==> src/rtl/serial_sub_pkg.sv <==
// Shared definitions for the bit-serial subtractor: controller state encoding
// and the bit-counter width helper.
package serial_sub_pkg;

    typedef enum logic [1:0] {
        IDLE = 2'd0,
        RUN  = 2'd1,
        DONE = 2'd2
    } state_t;

    // At least one bit, so the counter stays legal at the narrowest width.
    function automatic int cnt_width(input int w);
        return (w > 2) ? $clog2(w) : 1;
    endfunction

endpackage

==> src/rtl/full_subtractor.sv <==
// Single-bit full subtractor cell: d = a - b - bin, with borrow out.
module full_subtractor (
    input  logic a,
    input  logic b,
    input  logic bin,
    output logic d,
    output logic bout
);

    assign d    = a ^ b ^ bin;
    assign bout = (~a & b) | (~(a ^ b) & bin);

endmodule

==> src/rtl/serial_subtractor_ctrl.sv <==
// Bit-serial A - B - bin controller reusing one full_subtractor over WIDTH cycles, LSB first.
// Optional signed-overflow flag port ovf is enabled by defining SERIAL_SUB_OVERFLOW_EN.
module serial_subtractor_ctrl
    import serial_sub_pkg::*;
#(
    parameter int WIDTH = 8
) (
    input  logic             clk,
    input  logic             rst_n,
    input  logic             start,
    input  logic [WIDTH-1:0] a_in,
    input  logic [WIDTH-1:0] b_in,
    input  logic             bin_in,
    output logic             busy,
    output logic             done,
    output logic [WIDTH-1:0] diff,
    output logic             bout
`ifdef SERIAL_SUB_OVERFLOW_EN
    ,
    output logic             ovf
`endif
);

    localparam int CW = cnt_width(WIDTH);

    state_t           state;
    state_t           state_next;
    logic [WIDTH-1:0] a_sr;
    logic [WIDTH-1:0] b_sr;
    logic [WIDTH-1:0] diff_r;
    logic [CW-1:0]    cnt;
    logic             borrow_r;
    logic             bout_r;
    logic             fs_d;
    logic             fs_bout;
    logic             last_bit;
`ifdef SERIAL_SUB_OVERFLOW_EN
    logic             a_msb;
    logic             b_msb;
    logic             ovf_r;
`endif

    full_subtractor u_cell (
        .a    (a_sr[0]),
        .b    (b_sr[0]),
        .bin  (borrow_r),
        .d    (fs_d),
        .bout (fs_bout)
    );

    assign last_bit = (cnt == CW'(WIDTH - 1));

    always_comb begin
        state_next = state;
        busy       = 1'b0;
        done       = 1'b0;
        case (state)
            IDLE: begin
                if (start) state_next = RUN;
            end
            RUN: begin
                busy = 1'b1;
                if (last_bit) state_next = DONE;
            end
            DONE: begin
                done       = 1'b1;
                state_next = start ? RUN : IDLE;
            end
            default: state_next = IDLE;
        endcase
    end

    // Operands load only on an accepted start; the result registers move only in RUN.
    always_ff @(posedge clk) begin
        if (!rst_n) begin
            state    <= IDLE;
            a_sr     <= '0;
            b_sr     <= '0;
            diff_r   <= '0;
            cnt      <= '0;
            borrow_r <= 1'b0;
            bout_r   <= 1'b0;
`ifdef SERIAL_SUB_OVERFLOW_EN
            a_msb    <= 1'b0;
            b_msb    <= 1'b0;
            ovf_r    <= 1'b0;
`endif
        end else begin
            state <= state_next;
            case (state)
                IDLE, DONE: begin
                    if (start) begin
                        a_sr     <= a_in;
                        b_sr     <= b_in;
                        borrow_r <= bin_in;
                        cnt      <= '0;
`ifdef SERIAL_SUB_OVERFLOW_EN
                        a_msb    <= a_in[WIDTH-1];
                        b_msb    <= b_in[WIDTH-1];
                        ovf_r    <= 1'b0;
`endif
                    end
                end
                RUN: begin
                    diff_r   <= {fs_d, diff_r[WIDTH-1:1]};
                    borrow_r <= fs_bout;
                    a_sr     <= a_sr >> 1;
                    b_sr     <= b_sr >> 1;
                    cnt      <= cnt + CW'(1);
                    if (last_bit) begin
                        bout_r <= fs_bout;
`ifdef SERIAL_SUB_OVERFLOW_EN
                        // fs_d here is the result MSB being shifted in on this edge.
                        ovf_r  <= (a_msb != b_msb) && (fs_d != a_msb);
`endif
                    end
                end
                default: ;
            endcase
        end
    end

    assign diff = diff_r;
    assign bout = bout_r;
`ifdef SERIAL_SUB_OVERFLOW_EN
    assign ovf  = ovf_r;
`endif

endmodule

==> config.mk <==
export PLATFORM = sky130hd
export DESIGN_NAME = serial_subtractor_ctrl
export DESIGN_NICKNAME = d
export VERILOG_FILES = /design/src/rtl/serial_sub_pkg.sv /design/src/rtl/full_subtractor.sv /design/src/rtl/serial_subtractor_ctrl.sv
export SDC_FILE = /design/constraint.sdc
export NUM_CORES = 1
export LEC_CHECK = 0
export CORE_ASPECT_RATIO = 0.7
export CORE_MARGIN = 2
export CORE_UTILIZATION = 40
export CTS_BUF_LIST = sky130_fd_sc_hd__clkbuf_4
export DETAILED_ROUTE_END_ITERATION = 12
export GPL_TIMING_DRIVEN = 0
export PLACE_DENSITY = 0.68
export SLEW_MARGIN = 30
export SYNTH_ARGS = -nofsm -noshare
export SYNTH_HDL_FRONTEND = slang
export SYNTH_SLANG_ARGS = --single-unit
==> constraint.sdc <==
create_clock -name clk -period 3.9 [get_ports clk]
set_clock_uncertainty 0.15 [all_clocks]
set_input_delay 0.975 -clock clk [delete_from_list [all_inputs] [get_ports clk]]
set_output_delay 0.975 -clock clk [all_outputs]
set_load 0.01 [all_outputs]
==> reports/results.txt, run 1 <==
sequence of cells on the critical path = nand2b_1, buf_6, clkinv_2, buf_6, clkdlybuf4s50_1
Yosys Warn Count = 0
Area Growth Syn to Fin = 31.62%
XOR/XNOR Fraction of Synth Area = 0%
Pins Over Slew Limit = 0
post-synthesis mux area share = 0%
die width = 71.25 um
Commonest cells post-synth = nand2_1 (48), dfxtp_1 (31), a21oi_1 (15)
Worst Setup End Kind = output port
first-pass GRT wire length = 4.629 mm
largest family of logic cells by synthesized area = compound AO/OA/AOI/OAI gates
cell family with most CP delay = buffers and inverters
IO buf count = 30
largest net degree at the start of global routing = 11
hold-fix buffers at CTS = 0
status = complete, no violations
number of hold violations in the final report = 0
Core Util, Final = 54.04%
GP Congestion = 0.7514
Filler cells = 282
core area = 3084 sq um
Die Height = 51.08 um
initial drt markers = 86
Hold Path Stages = 2
Boundary Pins = 31
Clock Root Buffer = clkbuf_4
H-tree Lvls = 2
peak supply drop = 0.1478 mV
area of the multi-input gates = 554.3 sq um
Design Power = 622.4 uW
ys async rst share = 0%
Resize count post-CTS = 0
vias after detailed routing = 1168
Synth Register Bits = 31
Post-Synth Adder-Cell Area = 3.557%
Synth area leader = dfxtp_1
Tightest Pin Transition = 0.4597 ns
Final Cycle Share = 71.47%
Worst R2R Start = b_sr[0]$_SDFFE_PN0P_
top cells by area, synth = dfxtp_1 (49%), nand2_1 (14%), a31oi_1 (6.9%), a21oi_1 (5.9%), o21ai_0 (5.5%)
Worst Path Arrival = 1.66 ns
distinct cell type count of the synthesized netlist = 20
Mapped Area = 1266 sq um
predominant post-synthesis flop cell = dfxtp_1
r2r setup slk = 2.50 ns
DP HPWL = 1.953 mm
final wirelength = 2.686 mm
Routed Antenna Nets = 0
row cnt = 17
initial antenna violation count = 0
number of flops mapped to enable cells by yosys = 0
sequential element share of the synthesized area = 49.01%
initial core utilization = 41.05%
largest stage delay on the critical path = 0.54 ns
GR Overflow Total = 0
postcts setup bufs = 0
syn nets = 180
critical path fanouts, max = 10
Clock Path Buffers = 2
Synth Area in Simple Gates = 19.86%
cell mode on critical path = buf_6
MaxCap Viol Count = 0
HP Class = reg -> reg
Synth top area share = 49.01%
RSZ-0062 raised after global routing = no
Min-Delay Endpoint = diff[0]$_SDFFE_PN0P_
Sink Count = 31
Setup CP Type = reg -> out
most numerous cell in the Yosys netlist = nand2_1
Skew-Pair Late Insertion Delay = 0.33 ns
Avg Inst Size Synth = 8.065 sq um
slowest cell on the critical path = clkdlybuf4s50_1
FF-to-FF End = bout$_SDFFE_PN0P_
DRC Markers = 0
via-per-instance ratio = 5.013
Final setup viols = 0
Leak = 0.0006144 uW
critical path launch point = state[1]$_SDFFE_PN0P_
Routed wire per std cell = 11.53 um
# diodes = 0
Buffers & Inverters on Critical Path = 4
Gate Count Post-Synth = 157
hold_sp = diff[0]$_SDFFE_PN0P_
Reg area = 620.6 sq um
clock slew at reported path FFs = 0.09 ns
final setup TNS = 0 ns
share of cells above drive strength 1 = 8.205%
1st-pass router iterations = 4
fin crit period = 2.787 ns
gr usage total = 16.49%
CTS tree = yes
compound-gate portion of the synthesized area = 20.36%
Critical Path Source Type = register
Power per Cell Area = 373.5 nW/um^2
vias in the first global route = 1071
Max Clk Rate = 0.3587 GHz
full die area = 3639 sq um
Critical Path RT = 2.77 ns
R2R cell count = 3
CTS Buf Count = 5
fin nets = 217
slew margin rel. = 69.35%
[stage by stage]
| stage | worst slack (ns) | area (sq um) | std cells | hold WS [ns] |
|---|---|---|---|---|
| 2_1_floorplan | 2.038 | 1266 | 157 | 0.2946 |
| 3_3_place_gp | 1.410 | 1614 | 225 | 0.2979 |
| 3_5_place_dp | 1.408 | 1614 | 225 | 0.3069 |
| 4_1_cts | 1.100 | 1667 | 233 | 0.3225 |
| 5_1_grt | 1.023 | 1667 | 233 | 0.3453 |
| 6_report | 1.113 | 1667 | 233 | 0.3218 |
[worst max-delay path by stage]
| stage | slack (ns) | endpoint | cells past startpoint |
|---|---|---|---|
| floorplan | 2.04 | busy | 4 |
| global placement | 1.41 | state[0]$_SDFFE_PN0P_ | 4 |
| detailed placement | 1.41 | state[0]$_SDFFE_PN0P_ | 4 |
| CTS | 1.10 | busy | 5 |
| global route | 1.02 | busy | 5 |
| finish | 1.11 | busy | 5 |
[layer usage]
layer / vias up / track usage, % / part of all wire (%) / routed length [um]
met4: 0 / 7.862 / 0.71 / 19
met2: 26 / 26.39 / 45 / 1205
met3: 4 / 4.931 / 4.4 / 117
li1: 606 / - / - / -
met5: - / 0 / 0 / 0
met1: 532 / 20.41 / 50 / 1344
[cells by family (layout without fill, tap and decap cells)]
kind of cell               count (synthesis)  count (layout)
and+or+nand+nor                           61              61
AOI/OAI and AO/OA                         46              46
DFF                                       31              31
buffers and inverters                     16              54
adders and majority gates                  3               3
[state kept, by name, summed over array words and instances (netlist names)]
register,count
borrow_r,1
bout,1
state,2
a_sr,8
b_sr,8
diff,8
cnt,3
[tightest hold or removal path, stage by stage (launching register included)]
cell,delay [ns]
dfxtp_1,0.32
nand2_1,0.05
a21oi_1,0.06
[where the power goes]
| group | switching (uW) | leakage, uW | total, uW | internal, uW |
|---|---|---|---|---|
| registers | 10.0 | 0.000254 | 346 | 336 |
| clock network | 102 | 0.0000307 | 176 | 73.6 |
| logic | 51.4 | 0.000330 | 100 | 49.1 |
| total | 164 | 0.000614 | 622 | 459 |
[layout make-up]
type,count,area share [%]
flip-flops and latches,31,37.24
multi-input cells,110,33.26
repair buffers,30,18.02
plain buffers,12,4.505
well taps,38,2.853
clock buffers,6,2.703
inverters,4,0.9760
clock inverters,2,0.4505
[cell usage in the layout (no fill, tap or decap)]
master / synthesis / layout
a21oi_1: 15 / 15
a2bb2oi_1: 1 / 1
a311oi_1: 1 / 1
a31oi_1: 14 / 14
and3_1: 1 / 1
buf_2: 6 / 6
buf_6: 3 / 3
clkbuf_1: 3 / 3
clkbuf_4: 0 / 6
clkdlybuf4s50_1: 0 / 30
clkinv_1: 0 / 2
clkinv_2: 1 / 1
dfxtp_1: 31 / 31
fa_1: 1 / 1
ha_1: 2 / 2
inv_1: 3 / 3
nand2_1: 48 / 48
nand2b_1: 3 / 3
nand3_1: 6 / 6
nor2_1: 1 / 1
nor2b_1: 2 / 2
o21a_1: 1 / 1
o21ai_0: 14 / 14
(Power assumes the default switching activity.)
==> run 2: changes to the inputs <==
==> constraint.sdc (replaced) <==
create_clock -name clk -period 2.7 [get_ports clk]
set_clock_uncertainty 0.15 [all_clocks]
set_input_delay 0.675 -clock clk [delete_from_list [all_inputs] [get_ports clk]]
set_output_delay 0.675 -clock clk [all_outputs]
set_load 0.01 [all_outputs]
==> results of run 2 <==
The final DEF is identical to that of run 1. Status: complete, no violations.
Main changes from that run: setup slack after placement 1.408 ns -> 0.5075 ns; setup slack after layout 1.113 ns -> 0.2125 ns; register-to-register setup slack 2.50 ns -> 1.30 ns; total power 622.4 uW -> 899.1 uW; worst IR drop on VDD 0.1478 mV -> 0.2134 mV
